<file path="src/rtl/time_pkg.sv">
// Shared encodings for the time-set sequencer: mode codes and counter field selects.
package time_pkg;

   localparam logic [1:0] MODE_RUN      = 2'b00;
   localparam logic [1:0] MODE_SET_HOUR = 2'b01;
   localparam logic [1:0] MODE_SET_MIN  = 2'b10;
   localparam logic [1:0] MODE_SET_SEC  = 2'b11;

   // Bit positions of each field inside the packed en/inc/dec vectors
   localparam logic [1:0] FIELD_SEC  = 2'd0;
   localparam logic [1:0] FIELD_MIN  = 2'd1;
   localparam logic [1:0] FIELD_HOUR = 2'd2;

   // Set-mode cycle order: RUN -> HOUR -> MIN -> SEC -> RUN
   function automatic logic [1:0] next_mode(input logic [1:0] m);
      case (m)
         MODE_RUN:      return MODE_SET_HOUR;
         MODE_SET_HOUR: return MODE_SET_MIN;
         MODE_SET_MIN:  return MODE_SET_SEC;
         default:       return MODE_RUN;
      endcase
   endfunction

   // Field edited in a given SET mode (RUN maps to sec, never used there)
   function automatic logic [1:0] mode_field(input logic [1:0] m);
      case (m)
         MODE_SET_HOUR: return FIELD_HOUR;
         MODE_SET_MIN:  return FIELD_MIN;
         default:       return FIELD_SEC;
      endcase
   endfunction

endpackage

</file>
<file path="src/rtl/idle_timer.sv">
// Tick-driven saturating idle counter. The timeout strobe fires combinationally
// in the cycle of the tick that completes TIMEOUT_TICKS, so the FSM can leave
// SET on the very next edge.
module idle_timer #(
   parameter int TIMEOUT_TICKS = 10,
   parameter int TO_BITS       = 4
) (
   input  logic clk,
   input  logic reset_n,
   input  logic tick,
   input  logic clr,
   output logic timeout
);

   localparam logic [TO_BITS-1:0] LAST = TO_BITS'(TIMEOUT_TICKS - 1);
   localparam logic [TO_BITS-1:0] SAT  = TO_BITS'(TIMEOUT_TICKS);

   logic [TO_BITS-1:0] cnt_q;

   // clear has priority: a press or mode change in the final tick cycle restarts the count
   assign timeout = tick & ~clr & (cnt_q == LAST);

   // count ticks, restart on clear or on timeout, never wrap
   always_ff @(posedge clk or negedge reset_n) begin
      if (!reset_n)                cnt_q <= '0;
      else if (clr || timeout)     cnt_q <= '0;
      else if (tick && cnt_q != SAT) cnt_q <= cnt_q + 1'b1;
   end

endmodule

</file>
<file path="src/rtl/time_set_ctrl.sv">
// Time-field sequencer: RUN carry chain and hour->min->sec set mode with idle timeout.
// Strobes are a zero-latency decode of the registered mode and current inputs.
module time_set_ctrl
   import time_pkg::*;
#(
   parameter int TIMEOUT_TICKS = 10,
   parameter int TO_BITS       = 4
) (
   input  logic       clk,
   input  logic       reset_n,
   input  logic       tick_1hz,
   input  logic       btn_mode,
   input  logic       btn_up,
   input  logic       btn_down,
   input  logic       sec_done_inc,
   input  logic       min_done_inc,
   output logic       sec_en,
   output logic       sec_inc,
   output logic       sec_dec,
   output logic       min_en,
   output logic       min_inc,
   output logic       min_dec,
   output logic       hour_en,
   output logic       hour_inc,
   output logic       hour_dec,
   output logic [1:0] mode_o,
   output logic       blink_o
);

   logic [1:0] state_q, state_d;
   logic       blink_q, blink_d;
   logic       in_set, press_up, press_dn, press_vld;
   logic       idle_clr, idle_to;
   logic [2:0] en, inc, dec;

   assign in_set    = (state_q != MODE_RUN);
   // up and down together is treated as no press at all
   assign press_up  = in_set & btn_up & ~btn_down;
   assign press_dn  = in_set & btn_down & ~btn_up;
   assign press_vld = press_up | press_dn;

   // held at zero in RUN, restarted on any SET entry and every valid press
   assign idle_clr = ~in_set | btn_mode | press_vld;

   idle_timer #(
      .TIMEOUT_TICKS (TIMEOUT_TICKS),
      .TO_BITS       (TO_BITS)
   ) u_idle_timer (
      .clk     (clk),
      .reset_n (reset_n),
      .tick    (tick_1hz),
      .clr     (idle_clr),
      .timeout (idle_to)
   );

   // next mode: button advances, idle timeout drops back to RUN
   always_comb begin
      state_d = state_q;
      if (btn_mode)     state_d = next_mode(state_q);
      else if (idle_to) state_d = MODE_RUN;
   end

   // blink: off in RUN, solid on entry/press, toggles on ticks otherwise
   always_comb begin
      blink_d = blink_q;
      if (state_d == MODE_RUN)                      blink_d = 1'b0;
      else if (state_d != state_q || press_vld)     blink_d = 1'b1;
      else if (tick_1hz)                            blink_d = ~blink_q;
   end

   // registered mode and blink
   always_ff @(posedge clk or negedge reset_n) begin
      if (!reset_n) begin
         state_q <= MODE_RUN;
         blink_q <= 1'b0;
      end else begin
         state_q <= state_d;
         blink_q <= blink_d;
      end
   end

   // strobe decode: carry chain in RUN, single selected field in SET
   always_comb begin
      en  = '0;
      inc = '0;
      dec = '0;
      if (!in_set) begin
         inc            = '1;
         en[FIELD_SEC]  = tick_1hz;
         en[FIELD_MIN]  = tick_1hz & sec_done_inc;
         en[FIELD_HOUR] = tick_1hz & sec_done_inc & min_done_inc;
      end else begin
         en[mode_field(state_q)]  = press_vld;
         inc[mode_field(state_q)] = press_up;
         dec[mode_field(state_q)] = press_dn;
      end
   end

   assign sec_en   = en[FIELD_SEC];
   assign sec_inc  = inc[FIELD_SEC];
   assign sec_dec  = dec[FIELD_SEC];
   assign min_en   = en[FIELD_MIN];
   assign min_inc  = inc[FIELD_MIN];
   assign min_dec  = dec[FIELD_MIN];
   assign hour_en  = en[FIELD_HOUR];
   assign hour_inc = inc[FIELD_HOUR];
   assign hour_dec = dec[FIELD_HOUR];
   assign mode_o   = state_q;
   assign blink_o  = blink_q;

endmodule

</file>
<file path="config.mk">
export PLATFORM = sky130hd
export DESIGN_NAME = time_set_ctrl
export DESIGN_NICKNAME = d
export VERILOG_FILES = /design/src/rtl/time_pkg.sv /design/src/rtl/idle_timer.sv /design/src/rtl/time_set_ctrl.sv
export SDC_FILE = /design/constraint.sdc
export NUM_CORES = 1
export LEC_CHECK = 0
export CORE_AREA = 2 2 39 41
export CTS_BUF_LIST = sky130_fd_sc_hd__clkbuf_8
export CTS_CLUSTER_DIAMETER = 100
export DETAILED_ROUTE_END_ITERATION = 8
export DIE_AREA = 0 0 41 43
export DONT_BUFFER_PORTS = 1
export PLACE_DENSITY = 0.58
export SETUP_SLACK_MARGIN = 0.4
export SLEW_MARGIN = 10
export SYNTH_ARGS = -nofsm -noshare
export SYNTH_HDL_FRONTEND = slang
export SYNTH_SLANG_ARGS = --single-unit
</file>
<file path="constraint.sdc">
create_clock -name clk -period 4.1 [get_ports clk]
set_clock_uncertainty 0.2 [all_clocks]
set_input_delay 1.23 -clock clk [delete_from_list [all_inputs] [get_ports clk]]
set_output_delay 1.23 -clock clk [all_outputs]
set_load 0.1 [all_outputs]
</file>
; Word level (Yosys, flattened, before mapping)
; Index checks and enable logic that the tools add are counted.
[word_totals]
regBits = 7
latchBits = 0
ramBits = 0
romBits = 0
inputBits = 8
wordCells = 54
mem_count = 0
[op_classes]
add_sub_neg = 1
mul = 0
n_div = 0
magnitude_cmp = 2
n_eq_ne = 5
shift = 0
muxes = 15
bitwise_logic = 19
reduce_logical = 9
[ops]
columns = operator, n
row1 = bitwise AND 3 bit, 3
row2 = 2-to-1 mux 3 bit, 3
row3 = bitwise AND 1 bit, 8
row4 = 2-to-1 mux 4 bit, 2
row5 = 2-to-1 mux 2 bit, 3
row6 = one-hot mux 2 bit (3 select lines), 1
row7 = inverter 1 bit, 5
row8 = "adder 4 x 1 -> 4 bit, second input constant", 1
row9 = "equality test 4 bit, second input constant", 1
row10 = zero test 2 bit, 2
row11 = 2-to-1 mux 1 bit, 4
row12 = "inequality test 4 bit, second input constant", 1
row13 = one-hot mux 2 bit (2 select lines), 1
row14 = nonzero test 2 bit, 2
row15 = "less-than comparator 2 x 3 -> 1 bit, second input constant", 1
row16 = OR 1 bit, 3
row17 = nonzero test 3 bit, 1
row18 = demux 1 bit (select 2 bit), 1
row19 = "equality test 2 x 1 -> 1 bit, second input constant", 1
row20 = "equality test 2 bit, second input constant", 1
row21 = ">= comparator 2 x 1 -> 1 bit, second input constant", 1
row22 = logical AND 1 bit, 2
row23 = logical OR 1 bit, 2
row24 = inequality test 2 bit, 1

; Depth between registers and ports, before layout
[depth]
ltp_word = 14
ltp_mapped = 5
ltp_nobuf = 5

; By module
; A second synthesis with hierarchy kept.
[hier_totals]
cells_unflattened = 72
area_unflattened_um2 = 615.6
[modules_own_cells]
columns = mod, n_inst, cells_each, area_per_inst_um2
row1 = time_set_ctrl, 1, 47, 367.9
row2 = idle_timer, 1, 25, 247.7

; Least setup slack after synthesis
; Ideal clock, no wire load.
[synth_path]
path_type = register to output
from = register state_q[0], in the netlist mode_o[0]
to = output port hour_en
arrival_time_ns = 3.762
t_required_ns = 2.670
slack_ns = -1.092
path_stages_with_launch = 5
path_cell_list = dfrtp_1 -> inv_1 -> ha_1 -> clkbuf_1 -> o21ai_0
[synth_between]
elab_chain_cells = 9
word_cells_on_any_way = 17
cone_classes = order compare (2) / eq/ne (2) / mux (5) / bitwise (6) / reduce/logical (2)
[synth_rtl]
columns = element, line
row1 = start: declaration, time_set_ctrl.sv:30  ; logic [1:0] state_q, state_d;
row2 = start signal: assignment, time_set_ctrl.sv:77  ; state_q <= state_d;
row3 = equality test 2 bit or equality test 2 x 1 -> 1 bit (tied branches), time_pkg.sv:26  ; case (m)
row4 = one-hot mux 2 bit (2 select lines), time_pkg.sv:26
row5 = 2-to-1 mux 2 bit, time_set_ctrl.sv:87  ; if (!in_set) begin
row6 = less-than comparator 2 x 3 -> 1 bit (not written as such) or >= comparator 2 x 1 -> 1 bit (tied branches), time_set_ctrl.sv:93  ; en[mode_field(state_q)] = press_vld;
row7 = logical AND 1 bit (not written as such), time_set_ctrl.sv:93
row8 = 2-to-1 mux 1 bit (not written as such), time_set_ctrl.sv:93
row9 = demux 1 bit (select 2 bit), time_set_ctrl.sv:93
row10 = bitwise AND 3 bit (no line), --
row11 = 2-to-1 mux 3 bit (*), time_set_ctrl.sv:87
row12 = end: declaration, time_set_ctrl.sv:23  ; output logic hour_en,
; Every way passes the cells marked *; elsewhere a longest branch is shown, timed or not. The select of a mux whose other input is x is not followed.

; Final worst setup path
[layout_path]
from = input port btn_up
to = output port sec_en
[layout_between]
elab_chain_cells = 5
word_cells_on_any_way = 7
cone_classes = mux (1) / bitwise (6)
[layout_rtl]
columns = element, line
row1 = start: declaration, time_set_ctrl.sv:13  ; input logic btn_up,
row2 = bitwise AND 1 bit or inverter 1 bit (tied branches), "time_set_ctrl.sv:38, time_set_ctrl.sv:39"
row3 = "bitwise AND 1 bit, on equally long branches", "time_set_ctrl.sv:38, time_set_ctrl.sv:39"
row4 = OR 1 bit (*), time_set_ctrl.sv:40  ; assign press_vld = press_up | press_dn;
row5 = bitwise AND 3 bit (no line) (*), --
row6 = 2-to-1 mux 3 bit (*), time_set_ctrl.sv:87
row7 = end: declaration, time_set_ctrl.sv:17  ; output logic sec_en,
; Every way passes the cells marked *; elsewhere a longest branch is shown, timed or not.

==> metrics <==
post-layout net count 95; WL met3 44 um; Setup crit start btn_up; synth top area cells dfrtp_1, ha_1, xor2_1; syn_nets 83; Root Driver clkbuf_8; row cnt 14; setup TNS 0 ps; top cells by count, synth dfrtp_1, ha_1, inv_1, nand2_1; DP Wirelength 1.00 mm; RSZ-0062 raised after global routing false; grt ovf 0; most frequently used flop master after synthesis dfrtp_1; total of max-cap violations 0; DRT Pass-1 Iters 4; H-tree Lvls 1; fin area 782 sq um; Yosys top cell by area dfrtp_1; first-pass GRT wire length 1.97 mm; CTS max path bufs 2; synthesized flop and latch total 7; Via Count roughly 530; Placer Congestion 0.649; top sig layer met4; count leader, synth dfrtp_1; crit path cell chain xor2_1 -> a22o_2; port bufs 0; Worst setup SP type input pin; Slew headroom about 39%; Sink Count 7; Detail Route Antenna Nets 0; synth-to-layout area growth 29.9%; metal2 WL ~640 um; fin. max-slew vios 0; gr usage total 16.9%; Routed Wire Length 1.27 mm; CP max stage cell a22o_2; drt wl/cell between 10 and 15 um; Worst EP required 2670 ps; crit path DAT between 2000 and 2500 ps; Async S/R FF share, synth 100%; synth warn 0; initial antenna violation count 0; DRT iter0 DRCs 17; core area 1380 sq um; Max stage delay on crit path between 500 and 600 ps; CTS resizes 0; Tmin final 3550 ps; Period Utilization, post-route between 80% and 90%; syn_area_per_cell 8.72 sq um; hold path start u_idle_timer.cnt_q[2]; Via density 5.48; outcome finished clean; sequential element share of the synthesized area 29.1%; Setup crit end kind primary output; Clock Latency Late Sink 230 ps; fillcell total 132; fmax 282 MHz; n_diodes 0; Post-synth EDFFs 0; die area ~1800 sq um; Clock transition at path regs approximately 40 ps; drc violations 0; Synth top area share 29.1%; vias in the first global route 470; Met1 Routed Length 540 um; die height 43 um; num ports 20; pin slew with the least headroom to its limit 909 ps; Syn Inst Count 69; Hold Violations, Final 0; dpl cells 92; setup violators final 0; min-delay worst type reg -> reg; CP max FO 6; postcts setup bufs 0; Synth Cell Area 602 sq um; cts bufs inserted 3; CTS tree done; final core utilization a little under three fifths; fin cells 96; Initial Util 43.5%; DP Area between 700 and 800 sq um; hold buffers post-CTS 0; Crit Reg-Reg Startpoint mode_o[1]; Crit path max-delay family compound AO/OA/AOI/OAI gates; Setup CP Type in -> out; largest net degree at the start of global routing 15; post-synthesis cell type count 28; share of cells above drive strength 1 28.7%; worst path bufs/invs 0; Die Wd 41 um
metrics by stage:
| stage | hold slack, ps | setup slack, ps |
|---|---|---|
| detailed placement | 376 | 536 |
| finish | 387 | 553 |
| CTS | 382 | 541 |
| global route | 405 | 470 |
| floorplan | 326 | 186 |
| global placement | 372 | 559 |
final timing paths:
path / end / slack [ps] / depth (start not counted)
hold reg to reg: u_idle_timer.cnt_q[2] / 390 / 2
min in group asynchronous: mode_o[1] / 500 / 0
setup reg to reg: blink_o / 2110 / 5
setup / recovery: sec_en / 550 / 2
hold / removal: u_idle_timer.cnt_q[2] / 390 / 2
max in group asynchronous: mode_o[0] / 3120 / 0
sequential cells by signal, indices dropped and copies added (netlist names):
signal              count
blink_o                 1
mode_o                  2
u_idle_timer.cnt_q      4
layer usage:
layer	up-vias	global-route usage (%)
met2	11	25.3
met1	240	20.1
met5	-	0
met3	4	2.09
met4	0	14.0
li1	271	-
logic make-up after synthesis:
kind of cell	after synthesis	share of synthesized area (%)
adders and majority gates	6	12.5
buffers and inverters	9	5.61
DFF	7	29.1
AOI/OAI and AO/OA	17	21.0
xor gates and xnor gates	4	5.82
and+or+nand+nor	26	26.0
final cells by class:
cell class | instances | area, sq um | area share [%]
Clock inverter | 1 | 3.75 | 0.480
Tap cell | 16 | 20.0 | 2.56
Timing Repair Buffer | 10 | 113 | 14.4
Clock buffer | 3 | 41.3 | 5.28
Sequential cell | 7 | 176 | 22.6
Inverter | 6 | 22.5 | 2.88
Multi-Input combinational cell | 53 | 405 | 51.8
cell usage in the layout (no fill, tap or decap):
cell type	instances
a21o_1	4
or3_1	1
o21bai_1	1
a22o_2	1
and2_2	3
nor3_1	1
a311oi_2	1
buf_4	7
a221oi_1	2
inv_1	7
nand4b_1	2
and3b_1	1
xor2_1	4
nand3b_1	1
buf_12	3
or4b_4	1
nor2_1	2
ha_1	6
nand2_1	6
dfrtp_2	1
a21oi_1	3
nand3_1	2
nor2b_1	2
nor3b_1	1
clkbuf_8	3
nand4_1	2
o31ai_1	3
o21ai_2	2
or2_2	1
dfrtp_1	6
Power is left out: the tool's default activity adds up to more than one toggle a clock period on the data nets, which glitch-free logic cannot reach.
